$ cat src/rtl/cva6_instr_sequencer_if.sv
// cva6_instr_sequencer_if: program-load, start, issue-handshake, memory-response and status signals of the sequencer.
// The slave modport is the sequencer side and the master modport is the driving side.
interface cva6_instr_sequencer_if #(
   parameter int NUM_INSTR = 4,
   parameter int CNT_W     = 16
);
   localparam int AW = $clog2(NUM_INSTR);
   logic              prog_we_i;
   logic [AW-1:0]     prog_addr_i;
   logic [31:0]       prog_data_i;
   logic              start_i;
   logic [31:0]       instr_o;
   logic              instr_valid_o;
   logic              instr_ready_i;
   logic              load_mem_resp_i;
   logic              store_mem_resp_i;
   logic              busy_o;
   logic              done_o;
   logic [AW:0]       pc_o;
   logic [CNT_W-1:0]  cycles_o;
   modport slave (
      input  prog_we_i, prog_addr_i, prog_data_i, start_i, instr_ready_i,
             load_mem_resp_i, store_mem_resp_i,
      output instr_o, instr_valid_o, busy_o, done_o, pc_o, cycles_o
   );
   modport master (
      output prog_we_i, prog_addr_i, prog_data_i, start_i, instr_ready_i,
             load_mem_resp_i, store_mem_resp_i,
      input  instr_o, instr_valid_o, busy_o, done_o, pc_o, cycles_o
   );
endinterface

$ cat src/rtl/cva6_instr_sequencer.sv
// cva6_instr_sequencer: issues a small stored program to a core shim, one slot per valid/ready transfer.
// Macro SEQ_MEM_RESP_WAIT_EN: MEMWAIT waits for the matching memory response instead of a single bubble.
module cva6_instr_sequencer #(
   parameter int NUM_INSTR = 4,
   parameter int CNT_W     = 16
) (
   input logic                   clk_i,
   input logic                   rst_i,
   cva6_instr_sequencer_if.slave bus
);
   localparam int AW = $clog2(NUM_INSTR);
   localparam logic [AW:0] PC_END = (AW+1)'(NUM_INSTR);
   localparam logic [AW:0] PC_LAST = (AW+1)'(NUM_INSTR - 1);
   localparam logic [6:0] OP_LOAD = 7'b0000011;
   localparam logic [6:0] OP_STORE = 7'b0100011;
   typedef enum logic [1:0] {IDLE, ISSUE, MEMWAIT, DONE} state_t;
   state_t r_state, w_next;
   logic [AW:0] r_pc;
   logic [CNT_W-1:0] r_cycles;
   logic [31:0] r_slot [NUM_INSTR];
   logic [31:0] w_instr;
   logic w_idle, w_fire, w_mem, w_mem_exit;
   assign w_idle = (r_state == IDLE) || (r_state == DONE);
   assign w_fire = (r_state == ISSUE) && bus.instr_ready_i;
   assign w_instr = (r_pc < PC_END) ? r_slot[r_pc[AW-1:0]] : '0;
   assign w_mem = (w_instr[6:0] == OP_LOAD) || (w_instr[6:0] == OP_STORE);
`ifdef SEQ_MEM_RESP_WAIT_EN
   logic r_is_load;
   assign w_mem_exit = r_is_load ? bus.load_mem_resp_i : bus.store_mem_resp_i;
   always_ff @(posedge clk_i) begin
      if (rst_i) r_is_load <= 1'b0;
      else if (w_fire) r_is_load <= (w_instr[6:0] == OP_LOAD);
   end
`else
   logic w_unused;
   assign w_unused = bus.load_mem_resp_i ^ bus.store_mem_resp_i;
   assign w_mem_exit = 1'b1;
`endif
   always_comb begin
      w_next = r_state;
      case (r_state)
         IDLE, DONE: w_next = bus.start_i ? ISSUE : r_state;
         ISSUE:      w_next = !w_fire ? ISSUE : w_mem ? MEMWAIT : (r_pc == PC_LAST) ? DONE : ISSUE;
         MEMWAIT:    w_next = !w_mem_exit ? MEMWAIT : (r_pc < PC_END) ? ISSUE : DONE;
         default:    w_next = IDLE;
      endcase
   end
   always_ff @(posedge clk_i) begin
      if (rst_i) begin
         r_state  <= IDLE;
         r_pc     <= '0;
         r_cycles <= '0;
         for (int i = 0; i < NUM_INSTR; i++) r_slot[i] <= '0;
      end else begin
         r_state <= w_next;
         if (w_idle && bus.prog_we_i) r_slot[bus.prog_addr_i] <= bus.prog_data_i;
         if (w_idle && bus.start_i) begin
            r_pc     <= '0;
            r_cycles <= '0;
         end else begin
            if (w_fire) r_pc <= r_pc + 1'b1;
            if (!w_idle && r_cycles != '1) r_cycles <= r_cycles + 1'b1;
         end
      end
   end
   assign bus.instr_o       = w_instr;
   assign bus.instr_valid_o = (r_state == ISSUE);
   assign bus.busy_o        = (r_state == ISSUE) || (r_state == MEMWAIT);
   assign bus.done_o        = (r_state == DONE);
   assign bus.pc_o          = r_pc;
   assign bus.cycles_o      = r_cycles;
endmodule

$ cat src/flat_wrapper.sv
// flat-port wrapper written by rule: the top's interface ports become plain ports
module cva6_instr_sequencer_flat 
#(
   parameter int NUM_INSTR = 4,
   parameter int CNT_W     = 16
)
  (clk_i, rst_i, bus_prog_we_i, bus_prog_addr_i, bus_prog_data_i, bus_start_i, bus_instr_ready_i, bus_load_mem_resp_i, bus_store_mem_resp_i, bus_instr_o, bus_instr_valid_o, bus_busy_o, bus_done_o, bus_pc_o, bus_cycles_o);
  cva6_instr_sequencer_if #(.NUM_INSTR(NUM_INSTR), .CNT_W(CNT_W)) bus_i ();
  input logic clk_i;
  input logic rst_i;
  input wire logic [$bits(bus_i.prog_we_i)-1:0] bus_prog_we_i;
  input wire logic [$bits(bus_i.prog_addr_i)-1:0] bus_prog_addr_i;
  input wire logic [$bits(bus_i.prog_data_i)-1:0] bus_prog_data_i;
  input wire logic [$bits(bus_i.start_i)-1:0] bus_start_i;
  input wire logic [$bits(bus_i.instr_ready_i)-1:0] bus_instr_ready_i;
  input wire logic [$bits(bus_i.load_mem_resp_i)-1:0] bus_load_mem_resp_i;
  input wire logic [$bits(bus_i.store_mem_resp_i)-1:0] bus_store_mem_resp_i;
  output wire logic [$bits(bus_i.instr_o)-1:0] bus_instr_o;
  output wire logic [$bits(bus_i.instr_valid_o)-1:0] bus_instr_valid_o;
  output wire logic [$bits(bus_i.busy_o)-1:0] bus_busy_o;
  output wire logic [$bits(bus_i.done_o)-1:0] bus_done_o;
  output wire logic [$bits(bus_i.pc_o)-1:0] bus_pc_o;
  output wire logic [$bits(bus_i.cycles_o)-1:0] bus_cycles_o;
  assign bus_i.prog_we_i = bus_prog_we_i;
  assign bus_i.prog_addr_i = bus_prog_addr_i;
  assign bus_i.prog_data_i = bus_prog_data_i;
  assign bus_i.start_i = bus_start_i;
  assign bus_i.instr_ready_i = bus_instr_ready_i;
  assign bus_i.load_mem_resp_i = bus_load_mem_resp_i;
  assign bus_i.store_mem_resp_i = bus_store_mem_resp_i;
  assign bus_instr_o = bus_i.instr_o;
  assign bus_instr_valid_o = bus_i.instr_valid_o;
  assign bus_busy_o = bus_i.busy_o;
  assign bus_done_o = bus_i.done_o;
  assign bus_pc_o = bus_i.pc_o;
  assign bus_cycles_o = bus_i.cycles_o;
  cva6_instr_sequencer #(.NUM_INSTR(NUM_INSTR), .CNT_W(CNT_W)) u_core (.clk_i(clk_i), .rst_i(rst_i), .bus(bus_i));
endmodule
$ cat config.mk
export PLATFORM = sky130hd
export DESIGN_NAME = cva6_instr_sequencer_flat
export DESIGN_NICKNAME = d
export VERILOG_FILES = /design/src/rtl/cva6_instr_sequencer_if.sv /design/src/rtl/cva6_instr_sequencer.sv /design/src/flat_wrapper.sv
export SDC_FILE = /design/constraint.sdc
export NUM_CORES = 1
export LEC_CHECK = 0
export ABC_AREA = 1
export BUFFER_PORTS_ARGS = -buffer_cell sky130_fd_sc_hd__buf_4
export CAP_MARGIN = 25
export CORE_MARGIN = 3
export CORE_UTILIZATION = 62
export CTS_CLUSTER_SIZE = 40
export DETAILED_ROUTE_END_ITERATION = 10
export PLACE_DENSITY_LB_ADDON = 0.08
export SYNTH_ARGS = -nofsm -noshare
export SYNTH_HDL_FRONTEND = slang
export SYNTH_SLANG_ARGS = --single-unit
$ cat constraint.sdc
create_clock -name clk_i -period 8.2 [get_ports clk_i]
set_input_delay 2.05 -clock clk_i [delete_from_list [all_inputs] [get_ports clk_i]]
set_output_delay 2.05 -clock clk_i [all_outputs]
set_load 0.005 [all_outputs]
Word level (Yosys, flattened, before mapping):

Memory sizes are Yosys's and may differ from the RTL's. A register that Yosys moved wholly into a read port is not among the register bits.
Index checks and enable logic that the tools add are counted.

* register bits: 21
* RAM bits: 128
* bits of input ports: 41
* memories kept: 1

Memories
* u_core.r_slot: depth 4, width 32, read ports 1, clocked after memory_dff 1, wr ports 4, RTL line cva6_instr_sequencer.sv:20 `logic [31:0] r_slot [NUM_INSTR];`

* $add $sub $neg: 2
* magnitude comparators: 1
* equality and inequality tests: 8
* mux-type cells: 17
* reductions and logical operators: 12

Operators with widths (number)
* $mux W32: 2
* $reduce_or A32 Y1: 1
* $add A16 B1 Y16 const B: 1
* $mux W2: 8
* $ne A16 B16 Y1 const B: 1
* $eq A7 B2 Y1 const B: 1
* $eq A7 B6 Y1 const B: 1
* $mux W1: 6
* $pmux W2 S3: 1
* $eq A2 B2 Y1 const B: 2
* $logic_and A1 B1 Y1: 4
* $reduce_or A2 Y1: 2
* $add A3 B1 Y3 const B: 1
* $eq A3 B2 Y1 const B: 1
* $logic_or A1 B1 Y1: 3
* $lt A3 B3 Y1 const B: 1
* $eq A2 B1 Y1 const B: 1
* $logic_not A2 Y1: 1
* $ne A2 B2 Y1 const B: 1
* $logic_not A1 Y1: 1

Longest topological paths before layout:

Gate-level depths: netlist of the first run.

* depth after elaboration: 8
* gate-level depth with buffers: 13
* depth with buffers taken out: 13

Worst setup path after synthesis of the first run:

No wires, ideal clock.

* kind: input to register
* start point: input rst_i
* end point: memory u_core.r_slot[3][0] (enable)
* data arrival time: 3901 ps
* path slack: 3867 ps
* stages on the path: 4
* cells stage by stage: inv_1 > nand3_2 > nor2_1 > a21oi_1

RTL lines
* from (decl): RTL line flat_wrapper.sv:10 `input logic rst_i;`
* to (decl): RTL line cva6_instr_sequencer.sv:20

==> results of run 1 <==
-- cell usage after synthesis, drive strengths merged --
cell type and number:
dfxtp 23, nand3 17, buf 20, a31oi 2, a21oi 44, o21a 2
nor3 4, o311a 1, nor2 263, nand2 59, or2 2, ha 6
clkbuf 15, clkinv 1, inv 67, o21bai 1, xor2 1, edfxtp 128
nor4 2, nand4 2, o21ai 68
-- power breakdown --
part	switching [µW]	internal [µW]
sequential	12.9	873
combinational	106	63.5
clock	305	502
total	423	1440
-- worst paths after layout --
| check | end | cells after the start | from | slack, ns |
|---|---|---|---|---|
| worst max-delay path | bus_instr_o[11] | 6 | register | 3.68 |
| worst min-delay path | u_core.bus.cycles_o[14] | 2 | u_core.bus.cycles_o[14] | 0.49 |
| worst max register to register | u_core.r_slot[0][14] | 8 | u_core.r_state[0] | 4.72 |
| worst min register to register | u_core.bus.cycles_o[14] | 2 | u_core.bus.cycles_o[14] | 0.49 |
-- state kept, by name (all words and copies together) (netlist names), named ones only --
name and cells:
u_core.r_state 2, u_core.bus.pc_o 3, u_core.bus.cycles_o 16, u_core.r_slot 128
-- cells by family (layout without fill, tap and decap cells) --
group	count (synthesis)	count (layout)	synth area share
AOI/OAI and AO/OA	118	118	0.08980
xor gates and xnor gates	1	1	0.001275
adders and majority gates	6	6	0.01093
buffers and inverters	103	203	0.06339
DFF	151	151	0.6266
and+or+nand+nor	349	349	0.2080
-- routing by layer --
| metal | vias up | global-route usage |
|---|---|---|
| met1 | 2566 | 0.3212 |
| li1 | 2565 | - |
| met3 | 41 | 0.06223 |
| met2 | 268 | 0.4837 |
| met5 | - | 0 |
| met4 | 0 | 0.1354 |
-- tightest hold or removal path: stages, from the launching register on --
cell	delay, ns
sky130_fd_sc_hd__dfxtp_1	0.33
sky130_fd_sc_hd__inv_1	0.06
sky130_fd_sc_hd__a21oi_1	0.05
-- metrics by stage --
step | util | hold WS (ns) | setup slack (ns) | instance area, µm²
after floorplan | - | 0.4675 | 3.867 | 6869
after global placement | 0.7245 | 0.4637 | 3.306 | 7647
after detailed placement | 0.7245 | 0.4795 | 3.257 | 7647
after CTS | 0.7824 | 0.4905 | 3.680 | 8258
after global routing | 0.7824 | 0.5248 | 3.581 | 8258
final | 0.7824 | 0.4873 | 3.685 | 8258
-- area by class of cell --
cell class	count	area, µm²	share of cell area
Clock buffer	20	435.4	0.05273
Clock inverter	12	175.2	0.02121
Inverter	68	257.7	0.03121
Multi-Input combinational cell	474	2141	0.2592
Sequential cell	151	4305	0.5214
Tap cell	136	170.2	0.02061
Timing Repair Buffer	103	773.2	0.09364
==> results.txt, run 1 <==
----------------------------------------------------
[CTS]
  Post-cts gate resize count ... 0
  H-tree level count ... 4
  TritonCTS buffer count ... 17
  Clock-pin slew on the worst setup and hold paths ... around 0.060 ns
  CTS tree ... built
  Worst-skew pair later-pin latency ... between 0.5 and 0.6 ns
  CTS root buffer ... sky130_fd_sc_hd__clkbuf_8
  Number of buffers inserted for hold repair after clock tree synthesis ... 0
  Clock net sink count ... 151
  Clock Path Buffers ... 2
  Post-CTS Setup Bufs ... 0

[Synthesis]
  Post-synth net total ... 775
  Share of the yosys chip area belonging to registers ... 0.6266
  Count of distinct cell types in the synthesized netlist ... 35
  Number of warnings issued by yosys ... 0
  Area share of the largest cell type after synthesis ... 0.5596
  Cells taking the most area after synthesis ... sky130_fd_sc_hd__edfxtp_1, sky130_fd_sc_hd__nor2_1, sky130_fd_sc_hd__dfxtp_1
  Number of instances in the synthesized netlist ... approximately 730
  Post-synthesis sequential element count ... ~150
  Area of the mapped netlist ... slightly below 7000 µm²
  Mean post-synth cell area ... about 9.4 µm²
  Cell taking the most area after synthesis ... sky130_fd_sc_hd__edfxtp_1

[Place]
  Final HPWL DP ... roughly 9.2 mm
  GPL Wtd Cong ... between 0.8 and 0.9
  Placed instance count ... approximately 930
  Count of buffers from port buffering ... 92

[Flow run]
  Max-cap violations ... 0

[Timing]
  Relative slew slack ... 0.3125
  Max Freq ... 0.2215 GHz
  Shortest period the worst path allows ... ~4.5 ns
  Unrepaired setup endpoints after global routing ... no
  Setup TNS ... 0 ns
  Slew at the pin closest to its max-slew limit ... roughly 1.0 ns
  Crit share post-route ... 0.5506
  Final hold violation count ... 0
  Maximum clock skew at final layout ... around 0.0073 ns
  Final setup vio count ... 0
  Final slew viol count ... 0

[GRT]
  Via count of the first global-routing pass ... approximately 5600
  First-pass GRT wire length ... between 20 and 30 mm
  Maximum number of pins on one net before global-route repair ... 65
  GRT overflow ... 0
  Combined global-route utilization of all metal layers ... 0.2769
  Antenna violations before repair ... 0

[Detailed routing]
  Detailed Route WL ... 16.78 mm
  DR WL met2 ... 8.921 mm
  Ratio of routed vias to standard cells ... around 5.6
  Wl on met1 ... around 6.1 mm
  Detail Route met3 WL ... 1.367 mm
  Detailed-routing iteration count for the pre-antenna-repair pass ... 5
  Count of antenna-violating nets left after detailed routing ... 0
  Wire length per cell after detailed routing ... roughly 17 µm
  Uppermost layer routed ... met4
  Final routed DRC violation total ... 0
  Routed vias ... ~5400
  Number of DRC markers in iteration 0 ... 389

[Finish]
  Share of post-route cells with drive strength above 1 ... 0.1896
  Number of inserted filler cells in the final layout ... 686
  Final nets ... approximately 860
  Diodes inserted ... 0
  Post-Layout Cell Count ... 964
  Syn-to-layout area delta ... 20.22%
  Commonest non-fill, non-tap cells in the layout ... sky130_fd_sc_hd__nor2_1, sky130_fd_sc_hd__edfxtp_1, sky130_fd_sc_hd__buf_4
  Most common cell after layout, fill and taps aside ... sky130_fd_sc_hd__nor2_1

[Floorplan]
  Die Area ... 12380 µm²
  Die outline height ... ~110 µm
  Core outline area ... 10560 µm²
  Chip width ... approximately 110 µm
  Initial standard-cell utilization of the core ... 0.6508
  Count of standard-cell rows ... 37
  I/O Pins ... 95

[Worst setup path]
  Worst setup EP type ... output port
  Buffers & Inverters on Critical Path ... 3
  Data arrival time of the critical path ... between 2 and 2.5 ns
  Crit-path cells ... buf_4, inv_2, nor2_1, o21ai_0, a21oi_1, buf_4
  Delay of the slowest cell on the worst path ... around 0.42 ns
  Crit path required time ... approximately 6.2 ns
  Critical setup path kind ... register to output port
  CP most frequent cell ... sky130_fd_sc_hd__buf_4
  Cell at the slowest stage of the critical path ... sky130_fd_sc_hd__inv_2
  Critical path startpoint category ... register
  Maximum fanout encountered on the critical timing path ... 33
  CP delay by family, top ... buffers and inverters

[Power]
  Cell area power density ... ~230 nW/µm²
  Leakage dissipation ... about 0.0035 µW
  Largest vdd supply drop ... ~0.00015 V
  Sum of internal, switching and leakage power ... between 1500 and 2000 µW

[Min path]
  Class of the most critical hold timing path ... register to register

[Status]
  Run status ... finished, final reports clean

----------------------------------------------------
Power figures use the tool's default switching activity.
==> run 2, diff against run 1 <==
--- a/config.mk
+++ b/config.mk
@@ -5,11 +5,11 @@
 export SDC_FILE = /design/constraint.sdc
 export NUM_CORES = 1
 export LEC_CHECK = 0
-export ABC_AREA = 1
+export ABC_AREA = 0
 export BUFFER_PORTS_ARGS = -buffer_cell sky130_fd_sc_hd__buf_4
 export CAP_MARGIN = 25
 export CORE_MARGIN = 3
-export CORE_UTILIZATION = 62
+export CORE_UTILIZATION = 58
 export CTS_CLUSTER_SIZE = 40
 export DETAILED_ROUTE_END_ITERATION = 10
 export PLACE_DENSITY_LB_ADDON = 0.08
==> constraint.sdc (replaced) <==
create_clock -name clk_i -period 4.2 [get_ports clk_i]
set_input_delay 1.05 -clock clk_i [delete_from_list [all_inputs] [get_ports clk_i]]
set_output_delay 1.05 -clock clk_i [all_outputs]
set_load 0.005 [all_outputs]
==> results.txt, run 2 <==
----------------------------------------------------
[Timing]
  Final setup vio count ... 0
  Maximum clock skew at final layout ... 0.005133 ns
  Unrepaired setup endpoints after global routing ... no
  Setup TNS ... 0 ns
  Crit share post-route ... 0.8223
  Final slew viol count ... 0
  Final hold violation count ... 0
  Max Freq ... between 0.2 and 0.3 GHz
  Relative slew slack ... 0.3783
  Slew at the pin closest to its max-slew limit ... about 0.93 ns
  Shortest period the worst path allows ... around 3.5 ns

[Worst setup path]
  Delay of the slowest cell on the worst path ... approximately 0.75 ns
  Data arrival time of the critical path ... 2.40 ns
  Worst setup EP type ... output port
  Buffers & Inverters on Critical Path ... 2
  Critical path startpoint category ... register
  Crit-path cells ... buf_4, mux4_2, and2_1, buf_4
  Cell at the slowest stage of the critical path ... sky130_fd_sc_hd__dfxtp_2
  Crit path required time ... 3.15 ns
  CP most frequent cell ... sky130_fd_sc_hd__buf_4
  CP delay by family, top ... flip-flops
  Maximum fanout encountered on the critical timing path ... 18
  Critical setup path kind ... register to output port

[GRT]
  Combined global-route utilization of all metal layers ... 0.2289
  GRT overflow ... 0
  Maximum number of pins on one net before global-route repair ... 34
  Via count of the first global-routing pass ... about 4400
  Antenna violations before repair ... 0
  First-pass GRT wire length ... between 20 and 25 mm

[Detailed routing]
  Wire length per cell after detailed routing ... between 15 and 20 µm
  Detailed Route WL ... about 14 mm
  Final routed DRC violation total ... 0
  Count of antenna-violating nets left after detailed routing ... 0
  Detailed-routing iteration count for the pre-antenna-repair pass ... 4
  Routed vias ... roughly 4300
  Number of DRC markers in iteration 0 ... 290
  Ratio of routed vias to standard cells ... around 5.7

[CTS]
  Clock-pin slew on the worst setup and hold paths ... 0.06 ns
  CTS tree ... built
  Worst-skew pair later-pin latency ... 0.42 ns
  Post-cts gate resize count ... 0
  Clock net sink count ... between 150 and 200
  H-tree level count ... 4
  Number of buffers inserted for hold repair after clock tree synthesis ... 0
  CTS root buffer ... sky130_fd_sc_hd__clkbuf_16
  TritonCTS buffer count ... 17
  Clock Path Buffers ... 2
  Post-CTS Setup Bufs ... 0

[Synthesis]
  Number of enable-type register cells in the synthesized netlist ... between 100 and 150
  Synth Flop Type ... sky130_fd_sc_hd__edfxtp_1
  Number of warnings issued by yosys ... 0
  Cells taking the most area after synthesis ... sky130_fd_sc_hd__edfxtp_1, sky130_fd_sc_hd__and2_1, sky130_fd_sc_hd__mux4_2
  Area share of the largest cell type after synthesis ... 0.5523
  Mean post-synth cell area ... around 14 µm²
  Most frequent cell after synthesis ... sky130_fd_sc_hd__and2_1
  Share of the yosys chip area belonging to registers ... 0.6185
  Post-synthesis sequential element count ... between 150 and 200
  Post-synth net total ... ~550
  Async S/R FF share, synth ... 0
  Post-synth top cells ... sky130_fd_sc_hd__and2_1, sky130_fd_sc_hd__edfxtp_1, sky130_fd_sc_hd__mux4_2
  Number of instances in the synthesized netlist ... around 500
  Area of the mapped netlist ... 6959 µm²
  Count of distinct cell types in the synthesized netlist ... 45
  Cell taking the most area after synthesis ... sky130_fd_sc_hd__edfxtp_1

[Power]
  Leakage dissipation ... 0.003254 µW
  Sequential share of power ... 0.466
  Cell-internal power ... around 3000 µW
  Total net switching power ... 1008 µW
  Sw frac ... 0.2490
  Cell area power density ... around 480 nW/µm²
  Combinational Power Share ... 0.184
  Clock network power share ... 0.350
  Largest vdd supply drop ... 0.0002863 V

[Finish]
  Most common cell after layout, fill and taps aside ... sky130_fd_sc_hd__and2_1
  Commonest non-fill, non-tap cells in the layout ... sky130_fd_sc_hd__and2_1, sky130_fd_sc_hd__edfxtp_1, sky130_fd_sc_hd__buf_4
  Final design utilization ... 0.7250
  Largest reg by FF count ... u_core.r_slot
  Final design area excluding fillers ... between 8000 and 9000 µm²
  Post-Layout Cell Count ... roughly 750
  Flip-flop count of the largest register, all copies and words added ... about 130
  Diodes inserted ... 0
  Final nets ... between 600 and 700
  Syn-to-layout area delta ... 20.48%
  Share of post-route cells with drive strength above 1 ... 0.2907

[Flow run]
  Max-cap violations ... 0

[Floorplan]
  Die outline height ... 115.5 µm
  Chip width ... ~120 µm
  Die Area ... 13350 µm²
  I/O Pins ... 95
  Core outline area ... ~12000 µm²
  Initial standard-cell utilization of the core ... 0.6018
  Count of standard-cell rows ... 39

[Place]
  GPL Wtd Cong ... between 0.8 and 0.9
  Count of buffers from port buffering ... 92
  Placed Area ... slightly below 8000 µm²
  Placed instance count ... approximately 710
  Final HPWL DP ... 8.352 mm

[Min path]
  Class of the most critical hold timing path ... register to register

[Status]
  Run status ... finished, final reports clean

----------------------------------------------------
-- run 2: cell count changes in the layout (fill, tap and decap cells not counted), moves of 7 or more --
cell	previous run	this run
sky130_fd_sc_hd__nand3_1	11	4
sky130_fd_sc_hd__nor2_1	261	9
sky130_fd_sc_hd__nand2_1	54	20
sky130_fd_sc_hd__nand2b_1	0	7
sky130_fd_sc_hd__and2_1	0	162
sky130_fd_sc_hd__inv_1	64	6
sky130_fd_sc_hd__a21oi_1	42	9
sky130_fd_sc_hd__o21ai_0	63	3
sky130_fd_sc_hd__mux4_2	0	32
-- run 2: routing by layer --
layer  track usage  vias up  wire (µm)
met4       0.07668        0         60
li1              -     1999          -
met5             0        -          0
met2        0.3881      136       7346
met1        0.2902     2113       5898
met3       0.05849        6        896
-- run 2: layout make-up --
type,instances,area (µm²)
fillers,810,3181
flip-flops and latches,151,4307
inverters,6,22.52
repair buffers,103,805.8
clock buffers,19,432.9
well taps,143,178.9
multi-input cells,310,2525
clock inverters,13,112.6
-- run 2: per-stage QoR --
step	power (µW)	setup slack [ns]	hold WS [ns]
2_1_floorplan	2354	1.052	0.4795
3_3_place_gp	2639	1.148	0.4839
3_5_place_dp	2667	1.133	0.4941
4_1_cts	4077	0.6620	0.5059
5_1_grt	4224	0.5792	0.5417
6_report	4049	0.7462	0.5052
-- run 2: worst reg2reg max path: cells and delay by family (launching register included) --
family                     cells  cell delay, ns
and+or+nand+nor                4            1.47
buffers and inverters          1            0.06
DFF                            1            0.39
adders and majority gates      1            0.54
-- run 2: cell families (layout without fill, tap and decap cells) --
logic type | count (synthesis) | in the layout | share of synthesized area
simple gates | 231 | 231 | 0.1992
compound gates | 34 | 34 | 0.03542
flops | 151 | 151 | 0.6185
fa+ha+maj | 6 | 6 | 0.01079
xor+xnor | 1 | 1 | 0.001259
buf+inv | 37 | 141 | 0.02265
mux | 38 | 38 | 0.1122
-- run 2: worst paths after layout --
| check | startpoint | endpoint | slack [ns] | cells past startpoint |
|---|---|---|---|---|
| worst max-delay path | register | bus_instr_o[22] | 0.75 | 4 |
| worst min-delay path | u_core.bus.cycles_o[15] | u_core.bus.cycles_o[15] | 0.51 | 2 |
| worst max register to register | u_core.r_state[0] | u_core.r_slot[0][11] | 1.34 | 6 |
| worst min register to register | u_core.bus.cycles_o[15] | u_core.bus.cycles_o[15] | 0.51 | 2 |
-- run 2: power by group through the flow --
stage / clock network (µW) / logic, µW / registers, µW
3_5_place_dp: 0 / 748 / 1920
4_1_cts: 1440 / 752 / 1890
2_1_floorplan: 0 / 480 / 1870
6_report: 1420 / 745 / 1890
5_1_grt: 1510 / 812 / 1900
3_3_place_gp: 0 / 732 / 1910
